===== src/rtl/rx_fifo.sv =====
// Receive-side byte FIFO behind the SPART receiver: issues the read strobe,
// captures the returned byte and buffers it for the bus-side consumer.
module rx_fifo #(
    parameter int DEPTH = 16,
    parameter int AW    = 4
) (
    input  logic          clk,
    input  logic          rst_n,
    input  logic          rda,
    input  logic [7:0]    rx_data,
    output logic          rx_read,
    input  logic          pop,
    output logic [7:0]    dout,
    output logic          empty,
    output logic          full,
    output logic [AW:0]   count,
    output logic          ovf,
    input  logic          clr_ovf
);

    typedef enum logic [1:0] {
        IDLE    = 2'd0,
        READ    = 2'd1,
        CAPTURE = 2'd2
    } state_t;

    localparam logic [AW:0] DEPTH_CNT = (AW + 1)'(DEPTH);

    state_t          state;
    state_t          state_nxt;
    logic [7:0]      mem [DEPTH];
    logic [AW-1:0]   wr_ptr;
    logic [AW-1:0]   rd_ptr;
    logic            push;
    logic            pop_en;
    logic            ovf_set;

    assign empty   = (count == '0);
    assign full    = (count == DEPTH_CNT);
    assign dout    = mem[rd_ptr];
    assign push    = (state == CAPTURE);
    assign pop_en  = pop && !empty;
    assign ovf_set = (state == IDLE) && rda && full;

    // NOTE: every output of a combinational block is given a default before
    // the case, so no path leaves it unassigned and no latch is inferred.
    always_comb begin
        state_nxt = state;
        case (state)
            IDLE:    if (rda && !full) state_nxt = READ;
            READ:    state_nxt = CAPTURE;
            CAPTURE: state_nxt = IDLE;
            default: state_nxt = IDLE;
        endcase
    end

    // NOTE: sequential state uses non-blocking assignments so every flop
    // samples pre-edge values regardless of block ordering.
    always_ff @(posedge clk or negedge rst_n) begin
        if (!rst_n) begin
            state   <= IDLE;
            rx_read <= 1'b0;
        end else begin
            state   <= state_nxt;
            rx_read <= (state_nxt == READ);
        end
    end

    // NOTE: the storage array carries no reset; the pointers and count
    // define which entries are meaningful, so clearing data buys nothing.
    always_ff @(posedge clk) begin
        if (push) mem[wr_ptr] <= rx_data;
    end

    always_ff @(posedge clk or negedge rst_n) begin
        if (!rst_n) begin
            wr_ptr <= '0;
            rd_ptr <= '0;
            count  <= '0;
        end else begin
            if (push)   wr_ptr <= wr_ptr + 1'b1;
            if (pop_en) rd_ptr <= rd_ptr + 1'b1;
            case ({push, pop_en})
                2'b10:   count <= count + 1'b1;
                2'b01:   count <= count - 1'b1;
                default: count <= count;
            endcase
        end
    end

    // Sticky overflow: a set in the same cycle as a clear takes priority.
    always_ff @(posedge clk or negedge rst_n) begin
        if (!rst_n) ovf <= 1'b0;
        else        ovf <= ovf_set | (ovf & ~clr_ovf);
    end

endmodule


===== config.mk =====
export PLATFORM = sky130hd
export DESIGN_NAME = rx_fifo
export DESIGN_NICKNAME = d
export VERILOG_FILES = /design/src/rtl/rx_fifo.sv
export SDC_FILE = /design/constraint.sdc
export NUM_CORES = 1
export LEC_CHECK = 0
export CAP_MARGIN = 20
export CELL_PAD_IN_SITES_DETAIL_PLACEMENT = 1
export CELL_PAD_IN_SITES_GLOBAL_PLACEMENT = 1
export CORE_MARGIN = 8
export CORE_UTILIZATION = 55
export DETAILED_ROUTE_END_ITERATION = 10
export PLACE_DENSITY = 0.83
export REMOVE_ABC_BUFFERS = 1
export SLEW_MARGIN = 25
export SYNTH_ARGS = -nofsm -noshare
export SYNTH_HDL_FRONTEND = slang
export SYNTH_SLANG_ARGS = --single-unit

===== constraint.sdc =====
create_clock -name clk -period 3.82 [get_ports clk]
set_input_delay 0.764 -clock clk [delete_from_list [all_inputs] [get_ports clk]]
set_output_delay 0.764 -clock clk [all_outputs]
set_load 0.02 [all_outputs]

== Yosys cells after proc, flatten, opt, wreduce, memory -nomap -nowiden ==
Memories as Yosys holds them, arrays and structs flattened.
Index checks and enable logic that the tools add are counted.

* Flip-flop bits (word level): 17
* Bits in writable memories: 128
* Output and inout port bits: 17
* Memories: 1

{| class="wikitable"
|+ Memory list
! memory !! depth !! width !! read ports !! clocked after Yosys merged registers in !! write ports !! RTL line !! source
|-
| mem || 16 || 8 || 1 || 0 || 1 || 31 || <nowiki>logic [7:0] mem [DEPTH];</nowiki>
|}

* Add/sub/neg operators: 4
* Eq/ne operators: 6
* Multiplexer cells: 5
* Bitwise gates (word level): 3
* Reductions and logical operators: 9

{| class="wikitable"
|+ Operators with widths
! operator !! number
|-
| 5-bit case mux with 2 select lines || 1
|-
| 4-bit by 1-bit adder with 4-bit output (second input constant) || 2
|-
| 2-bit by 1-bit == test with 1-bit output (second input constant) || 3
|-
| 5-bit by 1-bit adder with 5-bit output (second input constant) || 1
|-
| 5-bit == test (second input constant) || 1
|-
| 5-bit zero test || 1
|-
| 5-bit by 1-bit subtractor with 5-bit output (second input constant) || 1
|-
| 2-bit == test (second input constant) || 2
|-
| 1-bit logical AND || 4
|-
| 2-bit case mux with 2 select lines || 1
|-
| 1-bit zero test || 2
|-
| 2-bit zero test || 1
|-
| 1-bit 2-to-1 mux || 2
|-
| 2-bit 2-to-1 mux || 1
|-
| 2-bit nonzero test || 1
|-
| 1-bit bitwise AND || 1
|-
| 1-bit NOT || 1
|-
| 1-bit bitwise OR || 1
|}

== Depth between registers and ports, before layout ==
* Depth after elaboration: 6
* Mapped depth: 9
* Gate-level depth less buffers: 8

== Worst setup path before layout ==
OpenSTA, ideal clock, no wires.

* Kind: register -> register
* Start: register count[1]
* End: register count[4]
* Library setup time: 0.081 ns
* Data arrival time: 2.637 ns
* Path slack: 1.102 ns
* Cell stages (with the launch flop): 9
* Path buffers: 0
* Clock period less this slack: 2.718 ns
* Cell sequence: dfrtp_1 > or4_4 > o21a_4 > ha_1 > fa_1 > a21o_1 > a21oi_1 > mux2i_1 > xnor2_1

* Longest elaborated chain between the ends: 5
* Elaborated cells on any way between the ends: 9
* Classes of those cells: add/sub: 2; eq/ne: 2; mux: 1; reduce/logical: 4

{| class="wikitable"
|+ RTL lines
! item !! RTL line !! source
|-
| start, declared || 16 || <nowiki>output logic [AW:0] count,</nowiki>
|-
| start signal, assigned || 84 || <nowiki>2'b10: count <= count + 1'b1;</nowiki>
|-
| start signal, assigned || 85 || <nowiki>2'b01: count <= count - 1'b1;</nowiki>
|-
| start signal, assigned || 86 || <nowiki>default: count <= count;</nowiki>
|-
| 5-bit zero test (*) || 38 || <nowiki>assign empty = (count == '0);</nowiki>
|-
| 1-bit zero test (*) || 42 || <nowiki>assign pop_en = pop && !empty;</nowiki>
|-
| 1-bit logical AND (*) || 42 ||
|-
| net pop_en || 35 || <nowiki>logic pop_en;</nowiki>
|-
| 2-bit by 1-bit == test with 1-bit output / 2-bit == test (equally long branches) || 83 || <nowiki>case ({push, pop_en})</nowiki>
|-
| 5-bit case mux with 2 select lines / 2-bit nonzero test (equally long branches) || -- ||
|}

Mark *: on every way through the listed nets, which the timed path passes. The rest lies on a longest branch.
A chain may end at the register's enable or synchronous reset.

== Worst setup path in the final report ==
* Start: register rd_ptr[2]
* End: output dout[2]

* Longest elaborated chain between the ends: 1

{| class="wikitable"
|+ RTL lines
! item !! RTL line !! source
|-
| start, declared || 33 || <nowiki>logic [AW-1:0] rd_ptr;</nowiki>
|-
| start signal, assigned || 82 || <nowiki>if (pop_en) rd_ptr <= rd_ptr + 1'b1;</nowiki>
|-
| memory 16 x 8 bit || -- ||
|-
| end, declared || 13 || <nowiki>output logic [7:0] dout,</nowiki>
|}

No other way between the ends.

==> flow_metrics.env <==
export IMPL_final_common_cell="edfxtp_1"
export IMPL_cap_violations=0
export IMPL_synth_seq_cells=145
export IMPL_die_h_um=119
export IMPL_drtAntennaViolNets=0
export IMPL_post_route_util_pct=66.6
export IMPL_outcome="completed"
export IMPL_syn2layout_area_growth_pct=17.1
export IMPL_grt_antenna_before_repair=0
export IMPL_insertedDiodeCount=0
export IMPL_slowest_stage="clkdlybuf4s50_1"
export IMPL_routed_wl_mm=13.6
export IMPL_rrSetupSlack_ns=0.88
export IMPL_cts_root_buf="clkbuf_8"
export IMPL_syn_inst=332
export IMPL_ir_drop_mv=0.375
export IMPL_critPathArrivalTime_ns=2.90
export IMPL_path_cells="and2_1 > a221oi_1 > o21ai_0 > nand2_1 > clkdlybuf4s50_1"
export IMPL_tightest_slew_ns=0.910
export IMPL_reg2reg_from="count[1]"
export IMPL_vias=3153
export IMPL_post_route_period_util_pct=95.9
export IMPL_worstHoldPathType="reg -> reg"
export IMPL_die_area_sq_um=14200
export IMPL_synthDistinctLibCells=33
export IMPL_fin_crit_ns=3.67
export IMPL_pwr_density_cell_nw_per_um2=807
export IMPL_path_clk_slew_ns=0.06
export IMPL_mostFrequentLayoutCells="128 x edfxtp_1, 33 x mux2i_1, 29 x clkdlybuf4s50_1"
export IMPL_core_area_sq_um=10300
export IMPL_startpoint_type="flip-flop"
export IMPL_slew_violations=0
export IMPL_worstPathRequired_ns=3.06
export IMPL_slowest_delay_ns=0.60
export IMPL_drtPass1Iterations=5
export IMPL_clock_latency_ns=0.52
export IMPL_cts_buffers_inserted=17
export IMPL_grt_pass1_vias=3427
export IMPL_grt_total_usage_pct=19.9
export IMPL_cellLeakagePower_nw=2.40
export IMPL_critPathKind="reg -> out"
export IMPL_synth_area_sq_um=5870
export IMPL_die_width_um=119
export IMPL_initialDrtViolationCount=314
export IMPL_cp_max_fo=17
export IMPL_cp_top_family="compound AO/OA/AOI/OAI gates"
export IMPL_h_tree_depth=4
export IMPL_hold_depth=1
export IMPL_pin_count=30
export IMPL_layout_drive_gt1_share_pct=14.2
export IMPL_finalSetupTns_ns=0
export IMPL_portBuffers=29
export IMPL_min_delay_start="state[1]"
export IMPL_rsz0062_at_grt="false"
export IMPL_clock_skew_ns=0.00803
export IMPL_dp_hpwl_mm=8.33
export IMPL_rows=37
export IMPL_cts_tree="built"
export IMPL_finalHoldViolCount=0
export IMPL_drc=0
export IMPL_clock_sinks=145
export IMPL_rr_worst_depth=8
export IMPL_cp_end_kind="output pin"
export IMPL_start_util_pct=56.9
export IMPL_crit_buf_inv=1
export IMPL_yosysSeqAreaShare_pct=72.7
export IMPL_syn_avg_cell_area_sq_um=17.7
export IMPL_min_to="state[1]"
export IMPL_yosysWarnings=0
export IMPL_nNetsFinal=391
export IMPL_wl_per_cell_um=26.4
export IMPL_crit_cells=5
export IMPL_hold_ws_ns=0.468
export IMPL_cts_buffer_depth=2
export IMPL_grt_ovfl_total=0
export IMPL_slew_headroom_pct=39.2
export IMPL_r2r_end="count[4]"
export IMPL_grt_max_degree=52
export IMPL_finalSetupViolations=0
export IMPL_max_freq_mhz=273
export IMPL_grt_pass1_wl_mm=21.0
export IMPL_vias_per_cell=6.12
export IMPL_ctsHoldBuffers=0
export IMPL_gp_congestion=0.791
==> Yosys cell counts <==
cell type  count  share of area, %
edfxtp_1     128                65
mux2i_1       33               5.6
nand2_1       19               1.2
dfrtp_1       17               7.2
nor2_1        17               1.1
a221oi_1      16               2.4
mux4_2        16               6.1
o21ai_0       11              0.94
ha_1           9               1.9
a22oi_1        8               1.0
xnor2_1        8               1.2
clkbuf_1       7              0.45
inv_1          6              0.38
buf_2          4              0.34
buf_4          4              0.51
nor2b_1        4              0.43
nor3_1         4              0.34
buf_6          3              0.58
a21oi_1        2              0.17
nand2b_1       2              0.21
xor2_1         2              0.30
a21o_1         1              0.13
a21o_2         1              0.15
and2_1         1              0.11
fa_1           1              0.34
mux2_2         1              0.19
mux2_4         1              0.26
nand3_1        1             0.085
nand4_1        1              0.11
nor4_1         1              0.11
o21a_4         1              0.26
o22ai_1        1              0.11
or4_4          1              0.19
==> registers in the layout (all words and copies together), names as in the netlist <==
signal and count:
count 5, mem 128, ovf 1, rd_ptr 4
rx_read 1, state 2, wr_ptr 4
==> metrics by stage <==
step / instance area [sq um] / setup WS, ns / total power [mW] / instances
2_1_floorplan: 5760 / 0.234 / 3.18 / 314
3_3_place_gp: 6280 / 0.620 / 3.74 / 485
3_5_place_dp: 6280 / 0.461 / 3.84 / 485
4_1_cts: 6870 / 0.170 / 5.56 / 515
5_1_grt: 6870 / 0.00680 / 5.73 / 515
6_report: 6870 / 0.155 / 5.54 / 515
==> what timing repair did <==
item | 4_1_cts | 5_1_grt
resized for setup | 1 | 1
endpoints found under the setup margin | 8 | 4
setup buffers | 0 | 0
==> cells by family after synthesis <==
family | share of synthesized area, %
buf+inv | 2.26
xor+xnor | 1.49
mux | 12.2
compound gates | 5.16
flops | 72.7
simple gates | 3.88
fa+ha+maj | 2.26
==> per-layer routing <==
metal	global-route usage, %	wire [um]	vias to the layer above
met5	0	0	-
met4	6.95	222	0
met3	4.35	587	19
met2	33.3	6990	104
met1	25.4	5790	1656
li1	-	-	1374
==> cell type report <==
type	count	area, sq um
flip-flops and latches	145	4270
repair buffers	35	348
multi-input cells	163	1480
clock buffers	19	422
fillers	870	3450
clock inverters	11	164
inverters	6	22.5
well taps	136	170
==> worst register-to-register path, stage by stage, from the launching register on <==
cell	delay, ns
dfrtp_1	0.46
or4_4	0.58
o21a_4	0.25
ha_1	0.29
fa_1	0.44
a21o_1	0.21
a21oi_1	0.24
mux2i_1	0.25
xnor2_1	0.14
==> worst max path at each step <==
| stage | to | slack (ns) | from |
|---|---|---|---|
| 2_1_floorplan | dout[0] | 0.23 | rd_ptr[0] |
| 3_3_place_gp | dout[5] | 0.62 | rd_ptr[2] |
| 3_5_place_dp | dout[2] | 0.46 | rd_ptr[2] |
| 4_1_cts | dout[2] | 0.17 | rd_ptr[2] |
| 5_1_grt | dout[2] | 0.007 | rd_ptr[2] |
| 6_report | dout[2] | 0.15 | rd_ptr[2] |
==> power by group <==
part / internal, mW / switching, mW
clock: 1.05 / 0.610
sequential: 1.87 / 0.166
combinational: 0.808 / 1.04
total: 3.73 / 1.81
(Power assumes the default switching activity.)
==> RTL change 1: new RTL, config.mk and constraints unchanged <==
Make the reset (`rst_n`) synchronous in 3 clocked blocks.
--- a/src/rtl/rx_fifo.sv
+++ b/src/rtl/rx_fifo.sv
@@ -56,7 +56,7 @@
 
     // NOTE: sequential state uses non-blocking assignments so every flop
     // samples pre-edge values regardless of block ordering.
-    always_ff @(posedge clk or negedge rst_n) begin
+    always_ff @(posedge clk) begin
         if (!rst_n) begin
             state   <= IDLE;
             rx_read <= 1'b0;
@@ -72,7 +72,7 @@
         if (push) mem[wr_ptr] <= rx_data;
     end
 
-    always_ff @(posedge clk or negedge rst_n) begin
+    always_ff @(posedge clk) begin
         if (!rst_n) begin
             wr_ptr <= '0;
             rd_ptr <= '0;
@@ -89,7 +89,7 @@
     end
 
     // Sticky overflow: a set in the same cycle as a clear takes priority.
-    always_ff @(posedge clk or negedge rst_n) begin
+    always_ff @(posedge clk) begin
         if (!rst_n) ovf <= 1'b0;
         else        ovf <= ovf_set | (ovf & ~clr_ovf);
     end
Formal check against the unedited RTL: differs if rst_n is asserted again (counterexample within 4 cycles, from zero or initial values and one cycle with rst_n low); with rst_n held inactive, the same outputs for 10 cycles.
==> RTL change 1 against the original RTL <==
- area after synthesis increased by 4.0%
- final cell count decreased by 1.7%
- setup slack improved by 0.037 ns
- sequential cell count increased by 4
- cell area increased by 3.2%
- routed wire length decreased by 0.94%
Power is not compared: it rests on default switching activity, and its combinational part moved more than twofold at a synthesized area within 25%.
==> RTL change 1: results (changes against the original RTL) <==
| Metric | Value |
|---|---|
| Status | completed |
| DP Cell Count | 474 (-2.3%) |
| Crit path max fanout | 29 (+12) |
| Async S/R FF share, synth | 0 (-0.117) |
| Placed Area | 0.00651 sq mm (+3.7%) |
| Synth top cells by count | 128 x edfxtp_1, 24 x mux4_1, 21 x dfxtp_1 |
| FF-to-FF End | count[4] |
| GPL Wtd Cong | 0.818 (+3.4%) |
| CTS resizes | 0 (-1) |
| Final #Nets | 373 (-4.6%) |
| CP Data Arrival Time | 2.86 ns (-0.04 ns) |
| GR Util All Layers | 0.192 (-0.00736) |
| Vias per std cell | 6.13 (+0.10%) |
| Vias | 3101 (-1.6%) |
| Crit path max-delay cell type | mux4_1 |
| Ratio of cells with drive above 1 in the final layout | 0.172 (+0.0297) |
| Sequential element share of the synthesized area | 0.698 (-0.0290) |
| Largest net degree at the start of global routing | 33 (-37%) |
| Clock Skews | 0.00738 ns (-0.000652 ns) |
| Slew @ Worst Pin | 1.08 ns (+0.170 ns) |
| Reg2Reg Depth | 10 (+2) |
| Die width | 121 um (+1.7%) |
| Prevailing post-synth register cell | edfxtp_1 |
| Vias in the first global route | 3320 (-3.1%) |
| DP Wirelength | 8.13 mm (-2.5%) |
| First-pass GRT wire length | 20.1 mm (-4.6%) |
| CP delay by family, top | multiplexers |
| R2r startpoint | count[2] |
| Final hold slack | 0.527 ns (+0.0586 ns) |
| Number of library cell types mapped by synthesis | 42 (+27%) |
| Initial DRC count | 238 (-24%) |
==> RTL change 1: cell families (layout without fill, tap and decap cells) <==
kind of cell	Yosys count	count (layout)	share of synthesized area
AND/OR/NAND/NOR	68	68	0.0613
buffers and inverters	24	73	0.0230
AO/OA/AOI/OAI	18	18	0.0242
flip-flops	149	149	0.698
multiplexers	44	44	0.169
adder cells (fa/ha/maj)	7	7	0.0143
XOR/XNOR	7	7	0.0100
==> RTL change 1: area by class of cell <==
type / instances / area, sq um
sequential: 149 / 4270
clock inverter: 15 / 155
inverter: 6 / 22.5
multi-input combinational: 144 / 1710
clock buffer: 17 / 414
tap: 140 / 175
fill: 936 / 3750
timing repair buffer: 35 / 348
==> RTL change 1: routing by layer <==
layer	vias to the layer above	wire length [um]	global-route usage	share of wire
met4	0	437	0.111	0.032
met1	1580	5230	0.231	0.39
met2	123	6800	0.313	0.51
met3	34	993	0.0447	0.074
li1	1364	-	-	-
met5	-	0	0	0
==> RTL change 1: worst min-delay path by stage <==
| stage | start | endpoint | depth (start not counted) |
|---|---|---|---|
| after floorplan | state[0] | state[1] | 1 |
| after global placement | state[0] | state[1] | 1 |
| after detailed placement | state[0] | state[1] | 1 |
| after CTS | state[0] | state[1] | 1 |
| after global routing | state[0] | state[1] | 1 |
| final | state[0] | state[1] | 1 |
==> RTL change 1: per-stage QoR <==
stage / util / setup slack [ns] / total power, W
after floorplan: - / 0.667 / 0.00248
after global placement: 0.601 / 0.721 / 0.00276
after detailed placement: 0.601 / 0.618 / 0.00279
after CTS: 0.653 / 0.154 / 0.00438
after global routing: 0.654 / 0.111 / 0.00449
final: 0.654 / 0.192 / 0.00435
==> RTL change 2: new RTL, config.mk and constraints unchanged <==
Without the edit above. Change the parameter `DEPTH` from 16 to 8.
--- a/src/rtl/rx_fifo.sv
+++ b/src/rtl/rx_fifo.sv
@@ -1,7 +1,7 @@
 // Receive-side byte FIFO behind the SPART receiver: issues the read strobe,
 // captures the returned byte and buffers it for the bus-side consumer.
 module rx_fifo #(
-    parameter int DEPTH = 16,
+    parameter int DEPTH = 8,
     parameter int AW    = 4
 ) (
     input  logic          clk,
Formal check against the unedited RTL: same outputs for any inputs over 10 cycles, from zero or initial values and one cycle with rst_n low; that may be too few to reach the edited logic, so the function may still have changed.
==> RTL change 2 against the original RTL <==
- area after synthesis decreased by 43%
- sequential share of layout area decreased by 3.2 points
- largest cell class unchanged
- final cell count decreased by 43%
- cell area decreased by 43%
- setup slack improved by 0.39 ns
- power decreased by 48%
- sequential cell count decreased by 66
- critical path depth decreased by 1
- routed wire length decreased by 51%
- via count decreased by 46%
- critical path type unchanged
- hold slack got worse by 0.021 ns
- non-clock buffer count decreased by 4
==> RTL change 2: results (changes against the original RTL) <==
| Metric | Value |
|---|---|
| Status | completed |
| CTS tree | built |
| Vias in the first global route | 1923 (-44%) |
| Synth area leaders | edfxtp_1 58%, mux4_1 13%, dfrtp_1 11% |
| Mux cell area share after synthesis | 0.166 (+0.0442) |
| Flop-to-flop setup slack | 0.64 ns (-0.24 ns) |
| Ratio of cells with drive above 1 in the final layout | 0.145 (+0.00297) |
| Number of flops mapped to enable cells by yosys | 64 (-50%) |
| CP Data Arrival Time | 2.52 ns (-0.38 ns) |
| Clock latency on the worst-skew pair | 0.34 ns (-0.18 ns) |
| Crit path max fanout | 12 (-5) |
| GRT Residual Overflow | 0 (unchanged) |
| TritonRoute pass-1 iters | 4 (-1) |
| Sequential element share of the synthesized area | 0.688 (-0.0395) |
| GR Util All Layers | 0.166 (-0.0331) |
| Worst-path clk slew | 0.08 ns (+0.02 ns) |
| Tightest Hold Check Type | reg -> reg |
| Slew @ Worst Pin | 0.958 ns (+0.0481 ns) |
| Vias per std cell | 5.78 (-5.7%) |
| Post-synthesis adder-cell area fraction | 0.0285 (+0.00588) |
| Peak supply drop | 0.461 mV (+23%) |
| Routed WL | 6.72 mm (-51%) |
| M3 GR Usage | 0.0472 (+0.00370) |
| CTS Buf Count | 9 (-8) |
| GPL Wtd Cong | 0.767 (-3.0%) |
| DP Cell Count | 279 (-42%) |
| CTS resizes | 0 (-1) |
| Pre-CTS WS | 0.547 ns (+0.0861 ns) |
| First-pass GRT wire length | 10.6 mm (-50%) |
| Initial DRC count | 123 (-61%) |
| DP Wirelength | 4.58 mm (-45%) |
| Post-synthesis xor/xnor area fraction | 0.0157 (+0.000814) |
| Routing usage on met1 | 0.200 (-0.0536) |
| Post-synthesis cell count | 179 (-46%) |
| Synth top cells by count | 64 x edfxtp_1, 16 x mux4_1, 15 x dfrtp_1 |
| Number of library cell types mapped by synthesis | 32 (-3.0%) |
| M2 GR Usage | 0.276 (-0.0570) |
| Largest net degree at the start of global routing | 19 (-63%) |
| Wire per inst | 22.8 um (-14%) |
| Final #Nets | 235 (-40%) |
| Leak Pwr | 1.37 nW (-43%) |
| Tmin final | 3.28 ns (-0.386 ns) |
| Async S/R FF share, synth | 0.190 (+0.0726) |
| Clock Skews | 0.00683 ns (-0.00120 ns) |
| Area fraction in compound gates after synthesis | 0.0240 (-0.0276) |
| H-tree depth | 3 (-1) |
| Largest registers | mem (64), count (5) |
## RTL change 2: cell types whose count changed after synthesis, sizes merged, moves of 3 or more
| cell | delta |
|---|---|
| clkbuf | -6 |
| a221oi | -16 |
| nor2 | -7 |
| buf | -6 |
| mux2 | +10 |
| o21ai | -8 |
| edfxtp | -64 |
| a22oi | -8 |
| ha | -3 |
| nand2 | -13 |
| xnor2 | -3 |
| nor3b | +5 |
| mux2i | -33 |
## RTL change 2: final timing paths
| kind | startpoint | end | depth (start not counted) |
|---|---|---|---|
| setup / recovery | rd_ptr[0] | dout[2] | 4 |
| hold / removal | state[1] | state[1] | 1 |
| setup reg to reg | count[4] | count[4] | 8 |
| hold reg to reg | state[1] | state[1] | 1 |
| max in group asynchronous | rst_n | rd_ptr[2] | 1 |
| min in group asynchronous | rst_n | count[2] | 1 |
## RTL change 2: cell families (layout without fill, tap and decap cells)
family                   after synthesis  in the layout
adder cells (fa/ha/maj)                7              7
multiplexers                          28             28
XOR/XNOR                               6              6
AO/OA/AOI/OAI                         12             12
flip-flops                            79             79
AND/OR/NAND/NOR                       35             35
buffers and inverters                 12             53
## RTL change 2: area by class of cell
class	instances	area, sq um
fill	507	1990
multi-input combinational	88	977
inverter	6	22.5
clock inverter	6	60.1
timing repair buffer	31	318
sequential	79	2300
clock buffer	10	128
tap	75	93.8
## RTL change 2: through the flow
stage                     hold WS [ns]  area (sq um)  utilization  power (W)
after CTS                        0.453          3900        0.662    0.00294
final                            0.447          3900        0.662    0.00290
after global routing             0.485          3900        0.662    0.00305
after floorplan                  0.417          3290            -    0.00188
after global placement           0.434          3710        0.630    0.00225
after detailed placement         0.438          3710        0.630    0.00233
## RTL change 2: where the power goes
part | internal, W | total (W) | switching [W]
registers | 0.00106 | 0.00122 | 0.000169
logic | 0.000580 | 0.00108 | 0.000505
clock network | 0.000300 | 0.000592 | 0.000293
total | 0.00194 | 0.00290 | 0.000966
## RTL change 2: critical path, stage by stage (launching register included)
cell and delay, ns:
dfrtp_1 0.58, buf_12 0.21, mux4_1 0.55, mux2_2 0.29
clkdlybuf4s50_1 0.55
## RTL change 2: per-layer routing
metal	part of all wire	routed length [um]
met1	0.42	2860
met2	0.53	3590
met3	0.036	240
met4	0.0055	37
met5	0	0
